[src/rtl/param_seq_detector_if.sv]
// Bus bundle for param_seq_detector: serial bit input, pattern load, and match outputs.
interface param_seq_detector_if #(
  parameter int unsigned PAT_LEN = 4,
  parameter int unsigned CNT_W   = 8
);
  logic               en;
  logic               j;
  logic               load;
  logic [PAT_LEN-1:0] pat_in;
  logic               overlap;
  logic               w;
  logic [CNT_W-1:0]   match_cnt;
  logic               full;

  // Bit source / controller side
  modport master (
    output en, j, load, pat_in, overlap,
    input  w, match_cnt, full
  );

  // Detector side
  modport slave (
    input  en, j, load, pat_in, overlap,
    output w, match_cnt, full
  );
endinterface

[src/rtl/param_seq_detector.sv]
// Serial sequence detector with a runtime-loadable pattern, overlap/non-overlap modes and a
// saturating match counter. The window fills with PAT_LEN accepted bits before hunting.
module param_seq_detector #(
  parameter int unsigned       PAT_LEN     = 4,
  parameter int unsigned       CNT_W       = 8,
  parameter logic [PAT_LEN-1:0] DEFAULT_PAT = 4'b1001
) (
  input logic                   clk,
  input logic                   rst,
  param_seq_detector_if.slave   bus
);

  localparam int unsigned FillW = $clog2(PAT_LEN + 1);
  localparam logic [FillW-1:0] FillLast = FillW'(PAT_LEN - 1);
  localparam logic [FillW-1:0] FillFull = FillW'(PAT_LEN);

  typedef enum logic {
    StFill = 1'b0,
    StHunt = 1'b1
  } state_e;

  state_e             state_q, state_d;
  logic [PAT_LEN-1:0] pat_q, pat_d;
  logic [PAT_LEN-1:0] hist_q, hist_d;
  logic [FillW-1:0]   fill_q, fill_d;
  logic [CNT_W-1:0]   cnt_q, cnt_d;
  logic               w_q, w_d;

  logic [PAT_LEN-1:0] win;
  logic               eval;
  logic               hit;

  // Next-state: load wins over en; a match is only evaluated once the window is full
  always_comb begin
    state_d = state_q;
    pat_d   = pat_q;
    hist_d  = hist_q;
    fill_d  = fill_q;
    cnt_d   = cnt_q;
    w_d     = 1'b0;
    win     = {hist_q[PAT_LEN-2:0], bus.j};
    eval    = 1'b0;
    hit     = 1'b0;

    if (bus.load) begin
      pat_d   = bus.pat_in;
      hist_d  = '0;
      fill_d  = '0;
      cnt_d   = '0;
      state_d = StFill;
    end else if (bus.en) begin
      hist_d = win;
      unique case (state_q)
        StFill: begin
          if (fill_q >= FillLast) begin
            eval = 1'b1;
          end else begin
            fill_d = fill_q + FillW'(1);
          end
        end
        StHunt: eval = 1'b1;
        default: begin
          state_d = StFill;
          hist_d  = '0;
          fill_d  = '0;
        end
      endcase

      if (eval) begin
        hit     = (win == pat_q);
        state_d = StHunt;
        fill_d  = FillFull;
        if (hit) begin
          w_d = 1'b1;
          if (cnt_q != '1) begin
            cnt_d = cnt_q + CNT_W'(1);
          end
          // Non-overlap mode demands PAT_LEN fresh bits before the next match
          if (!bus.overlap) begin
            hist_d  = '0;
            fill_d  = '0;
            state_d = StFill;
          end
        end
      end
    end
  end

  // State registers, asynchronously cleared to the default pattern
  always_ff @(posedge clk or negedge rst) begin
    if (!rst) begin
      state_q <= StFill;
      pat_q   <= DEFAULT_PAT;
      hist_q  <= '0;
      fill_q  <= '0;
      cnt_q   <= '0;
      w_q     <= 1'b0;
    end else begin
      state_q <= state_d;
      pat_q   <= pat_d;
      hist_q  <= hist_d;
      fill_q  <= fill_d;
      cnt_q   <= cnt_d;
      w_q     <= w_d;
    end
  end

  assign bus.w         = w_q;
  assign bus.match_cnt = cnt_q;
  assign bus.full      = (state_q == StHunt);

endmodule

[src/flat_wrapper.sv]
// flat-port wrapper written by rule: the top's interface ports become plain ports
module param_seq_detector_flat 
#(
  parameter int unsigned       PAT_LEN     = 4,
  parameter int unsigned       CNT_W       = 8,
  parameter logic [PAT_LEN-1:0] DEFAULT_PAT = 4'b1001
)
  (clk, rst, bus_en, bus_j, bus_load, bus_pat_in, bus_overlap, bus_w, bus_match_cnt, bus_full);
  param_seq_detector_if #(.PAT_LEN(PAT_LEN), .CNT_W(CNT_W)) bus_i ();
  input logic clk;
  input logic rst;
  input wire logic [$bits(bus_i.en)-1:0] bus_en;
  input wire logic [$bits(bus_i.j)-1:0] bus_j;
  input wire logic [$bits(bus_i.load)-1:0] bus_load;
  input wire logic [$bits(bus_i.pat_in)-1:0] bus_pat_in;
  input wire logic [$bits(bus_i.overlap)-1:0] bus_overlap;
  output wire logic [$bits(bus_i.w)-1:0] bus_w;
  output wire logic [$bits(bus_i.match_cnt)-1:0] bus_match_cnt;
  output wire logic [$bits(bus_i.full)-1:0] bus_full;
  assign bus_i.en = bus_en;
  assign bus_i.j = bus_j;
  assign bus_i.load = bus_load;
  assign bus_i.pat_in = bus_pat_in;
  assign bus_i.overlap = bus_overlap;
  assign bus_w = bus_i.w;
  assign bus_match_cnt = bus_i.match_cnt;
  assign bus_full = bus_i.full;
  param_seq_detector #(.PAT_LEN(PAT_LEN), .CNT_W(CNT_W), .DEFAULT_PAT(DEFAULT_PAT)) u_core (.clk(clk), .rst(rst), .bus(bus_i));
endmodule
[config.mk]
export PLATFORM = sky130hd
export DESIGN_NAME = param_seq_detector_flat
export DESIGN_NICKNAME = d
export VERILOG_FILES = /design/src/rtl/param_seq_detector_if.sv /design/src/rtl/param_seq_detector.sv /design/src/flat_wrapper.sv
export SDC_FILE = /design/constraint.sdc
export NUM_CORES = 1
export LEC_CHECK = 0
export ABC_AREA = 1
export CORE_MARGIN = 1
export CORE_UTILIZATION = 52
export DETAILED_ROUTE_END_ITERATION = 10
export GPL_ROUTABILITY_DRIVEN = 0
export MAX_ROUTING_LAYER = met4
export PLACE_DENSITY = 0.79
export SETUP_SLACK_MARGIN = 0.1
export SYNTH_ARGS = -nofsm -noshare
export SYNTH_HDL_FRONTEND = slang
export SYNTH_SLANG_ARGS = --single-unit
[constraint.sdc]
create_clock -name clk -period 1.58 [get_ports clk]
set_input_delay 0.158 -clock clk [delete_from_list [all_inputs] [get_ports clk]]
set_output_delay 0.158 -clock clk [all_outputs]
set_load 0.05 [all_outputs]
==> results.cfg <==
[synth]
yosys_register_bits = 20
yosys_warnings = 0
syn-instance-count = 170
synthesized_area_divided_by_synthesized_cell_count_um2 = 7.40
syn_area_mm2 = 0.00126
synth_seq_area_share_pct = 40.0
netlist-cell-type-count = 25
synth.net_count = 183

[setup_path]
timing.reg2reg.worst_path_depth = 9
worst-setup-path-type = reg -> reg
critPathLaunchType = register
cp_slowest_cell = sky130_fd_sc_hd__dfrtp_1
r2r_setup_slack_ps = 130
r2r_end = u_core.fill_q[2]$_DFFE_PN0P_
critical_path.reg2reg.startpoint = u_core.fill_q[0]$_DFFE_PN0P_
startpoint = u_core.fill_q[0]$_DFFE_PN0P_
max_stage_delay_ps = 410
worst-endpoint-arrival_ps = 1670
worstPathCellList = ha_2 -> ha_4 -> inv_4 -> nand3_4 -> inv_2 -> buf_4 -> nand2_1 -> nand3_1 -> nand2_1
worstPathMaxFanout = 5
worst-endpoint-required_ps = 1790
setup.worst_path.end_class = register
most_used_cell_cp = sky130_fd_sc_hd__nand2_1

[timing]
final_period_minus_worst_setup_slack_ps = 1450
final_min_period_over_clock_period_pct = 91.9
setup_viol = 0
fmaxAchievable_mhz = 689
grt_setup_unrepaired = yes
worst_pin_slew_ps = 306
hold_viol = 0
worst_slew_margin_rel_pct = 79.5
maxSlewViolCount = 0
fin_worst_skew_ps = 3.97
fin_setup_tns_ps = 0

[clock_network]
cts.htree.levels = 1
tritoncts_buffers = 3
cts-hold-fix-buffers = 0
clk-insertion-delay-late_ps = 310
cts_buffer_depth = 2
cts.clk_slew.worst_paths_ps = 120
tritoncts_num_sinks = 20
tritoncts = built
cts_root_buffer = sky130_fd_sc_hd__clkbuf_4

[floorplan]
die-area_mm2 = 0.00262
dieHeight_um = 51.2
coreArea_mm2 = 0.00225
chipWidth_um = 51.2
number_of_core_rows = 17
io_pins = 20
initial_utilization_pct = 55.8

[placement]
io_buffer_count = 19
dpl.hpwl_um = 2070

[global_routing]
track_usage_pct = 25.2
grt_pass1_wl_um = 4710
first_global_vias = 1108
antenna_found_initial = 0
largest_net_degree_at_the_start_of_global_routing = 21
globalRouteOverflowTotal = 0

[routing]
post_drt_wl_per_cell_um = 13.4
drt_drc_violations_left = 0
drt.antenna.violating_nets = 0
finalWirelength_um = 3080
via_count = 1204
dr.first_iter.drc_count = 48
routed_via_count_divided_by_cell_count = 5.23
firstDrtPassIters = 7

[power_and_ir_drop]
power.density_mw_per_mm2 = 1030
cellLeakagePower_nw = 0.838
finalPower_mw = 1.70
power.ir.vdd_worst_mv = 0.905

[layout]
syn_to_final_growth_pct = 30.9
drive_gt1_share_pct = 29.2
final_net_count = 216
n_antenna_cell = 0

[outcome]
outcome = finished, final reports clean

[flow_run]
max_cap_violations = 0

[hold_path]
hp-class = in -> async
## layout make-up
type,instances,area (um2)
Clock buffer,3,22.5
Clock inverter,1,30.0
Fill cell,171,608
Inverter,26,100
Multi-Input combinational cell,122,693
Sequential cell,20,505
Tap cell,28,35.0
Timing Repair Buffer,30,260
## cell usage in the layout (no fill, tap or decap), types with 2 or more instances in the layout
master / n
sky130_fd_sc_hd__dfstp_2: 2
sky130_fd_sc_hd__nand2_4: 4
sky130_fd_sc_hd__nor2_4: 2
sky130_fd_sc_hd__nand3_1: 15
sky130_fd_sc_hd__nand2_2: 5
sky130_fd_sc_hd__buf_4: 20
sky130_fd_sc_hd__o21ai_1: 2
sky130_fd_sc_hd__nor2_2: 3
sky130_fd_sc_hd__nand2_1: 51
sky130_fd_sc_hd__clkdlybuf4s50_1: 9
sky130_fd_sc_hd__nor2_1: 14
sky130_fd_sc_hd__inv_1: 18
sky130_fd_sc_hd__nand4_1: 8
sky130_fd_sc_hd__nand3_2: 2
sky130_fd_sc_hd__clkbuf_4: 3
sky130_fd_sc_hd__dfrtp_1: 16
sky130_fd_sc_hd__inv_2: 7
sky130_fd_sc_hd__o21ai_0: 5
sky130_fd_sc_hd__dfrtp_2: 2
## worst max-delay path: cells and delay by family, from the launching register on
kind / cells / cell delay [ps]
buffers and inverters: 3 / 290
flip-flops: 1 / 410
AND/OR/NAND/NOR: 4 / 300
adder cells (fa/ha/maj): 2 / 370
## through the flow
step	setup slack, ps	utilization, %	hold slack [ps]	instances	instance area, um2
after floorplan	142	-	-138	170	1260
after global routing	68.5	73.0	175	230	1650
after global placement	47.9	65.7	481	219	1480
after detailed placement	-18.5	65.7	487	219	1480
final	128	73.0	172	230	1650
after CTS	104	69.4	184	225	1560
## sequential cells by signal (all words and copies together), names as in the netlist
| signal | flops |
|---|---|
| u_core.bus.match_cnt | 8 |
| u_core.bus.full | 1 |
| u_core.fill_q | 3 |
| u_core.hist_q | 3 |
| u_core.bus.w | 1 |
| u_core.pat_q | 4 |
## worst max-delay path by stage
stage | slack [ps] | cells past startpoint | to
2_1_floorplan | 140 | 7 | u_core.bus.match_cnt[5]$_DFFE_PN0P_
3_3_place_gp | 50 | 9 | u_core.bus.match_cnt[0]$_DFFE_PN0P_
3_5_place_dp | -20 | 9 | u_core.bus.match_cnt[5]$_DFFE_PN0P_
4_1_cts | 100 | 9 | u_core.bus.match_cnt[5]$_DFFE_PN0P_
5_1_grt | 70 | 9 | u_core.bus.match_cnt[0]$_DFFE_PN0P_
6_report | 130 | 9 | u_core.fill_q[2]$_DFFE_PN0P_
## Yosys cell counts (all sizes together)
master	instances	area, um2
buf	1	5.00
clkbuf	1	3.75
dfrtp	18	450
dfstp	2	52.6
ha	3	37.5
inv	26	97.6
nand2	60	255
nand3	18	95.1
nand4	10	83.8
nor2	20	114
nor3	1	5.00
nor3b	1	7.51
o21a	1	7.51
o21ai	7	35.0
o21bai	1	7.51
## kinds of logic (layout without fill, tap and decap cells)
kind of cell               after synthesis  in the layout  share of synthesized area (%)
DFF                                     20             20                           40.0
and+or+nand+nor                        110            110                           44.6
AOI/OAI and AO/OA                        9              9                           3.98
buffers and inverters                   28             60                           8.46
adders and majority gates                3              3                           2.99
## what timing repair did
item | in CTS | in global routing
pin swaps | 0 | 1
gates resized for setup | 4 | 8
cloned | 0 | 0
setup buffers | 2 | 5
setup endpoints to repair | 9 | 9
## where the power goes
part           internal [mW]  switching (mW)  total (mW)  leakage (nW)
clock network          0.256           0.167       0.424        0.0279
registers              0.568          0.0441       0.612         0.261
logic                  0.275           0.384       0.659         0.549
## per-layer routing
metal	wire length [um]	track usage [%]
met1	1280	28.8
met2	1610	44.5
met3	149	6.25
met4	40	5.09
met5	0	-
No activity file was read; power rests on OpenSTA's default activity.
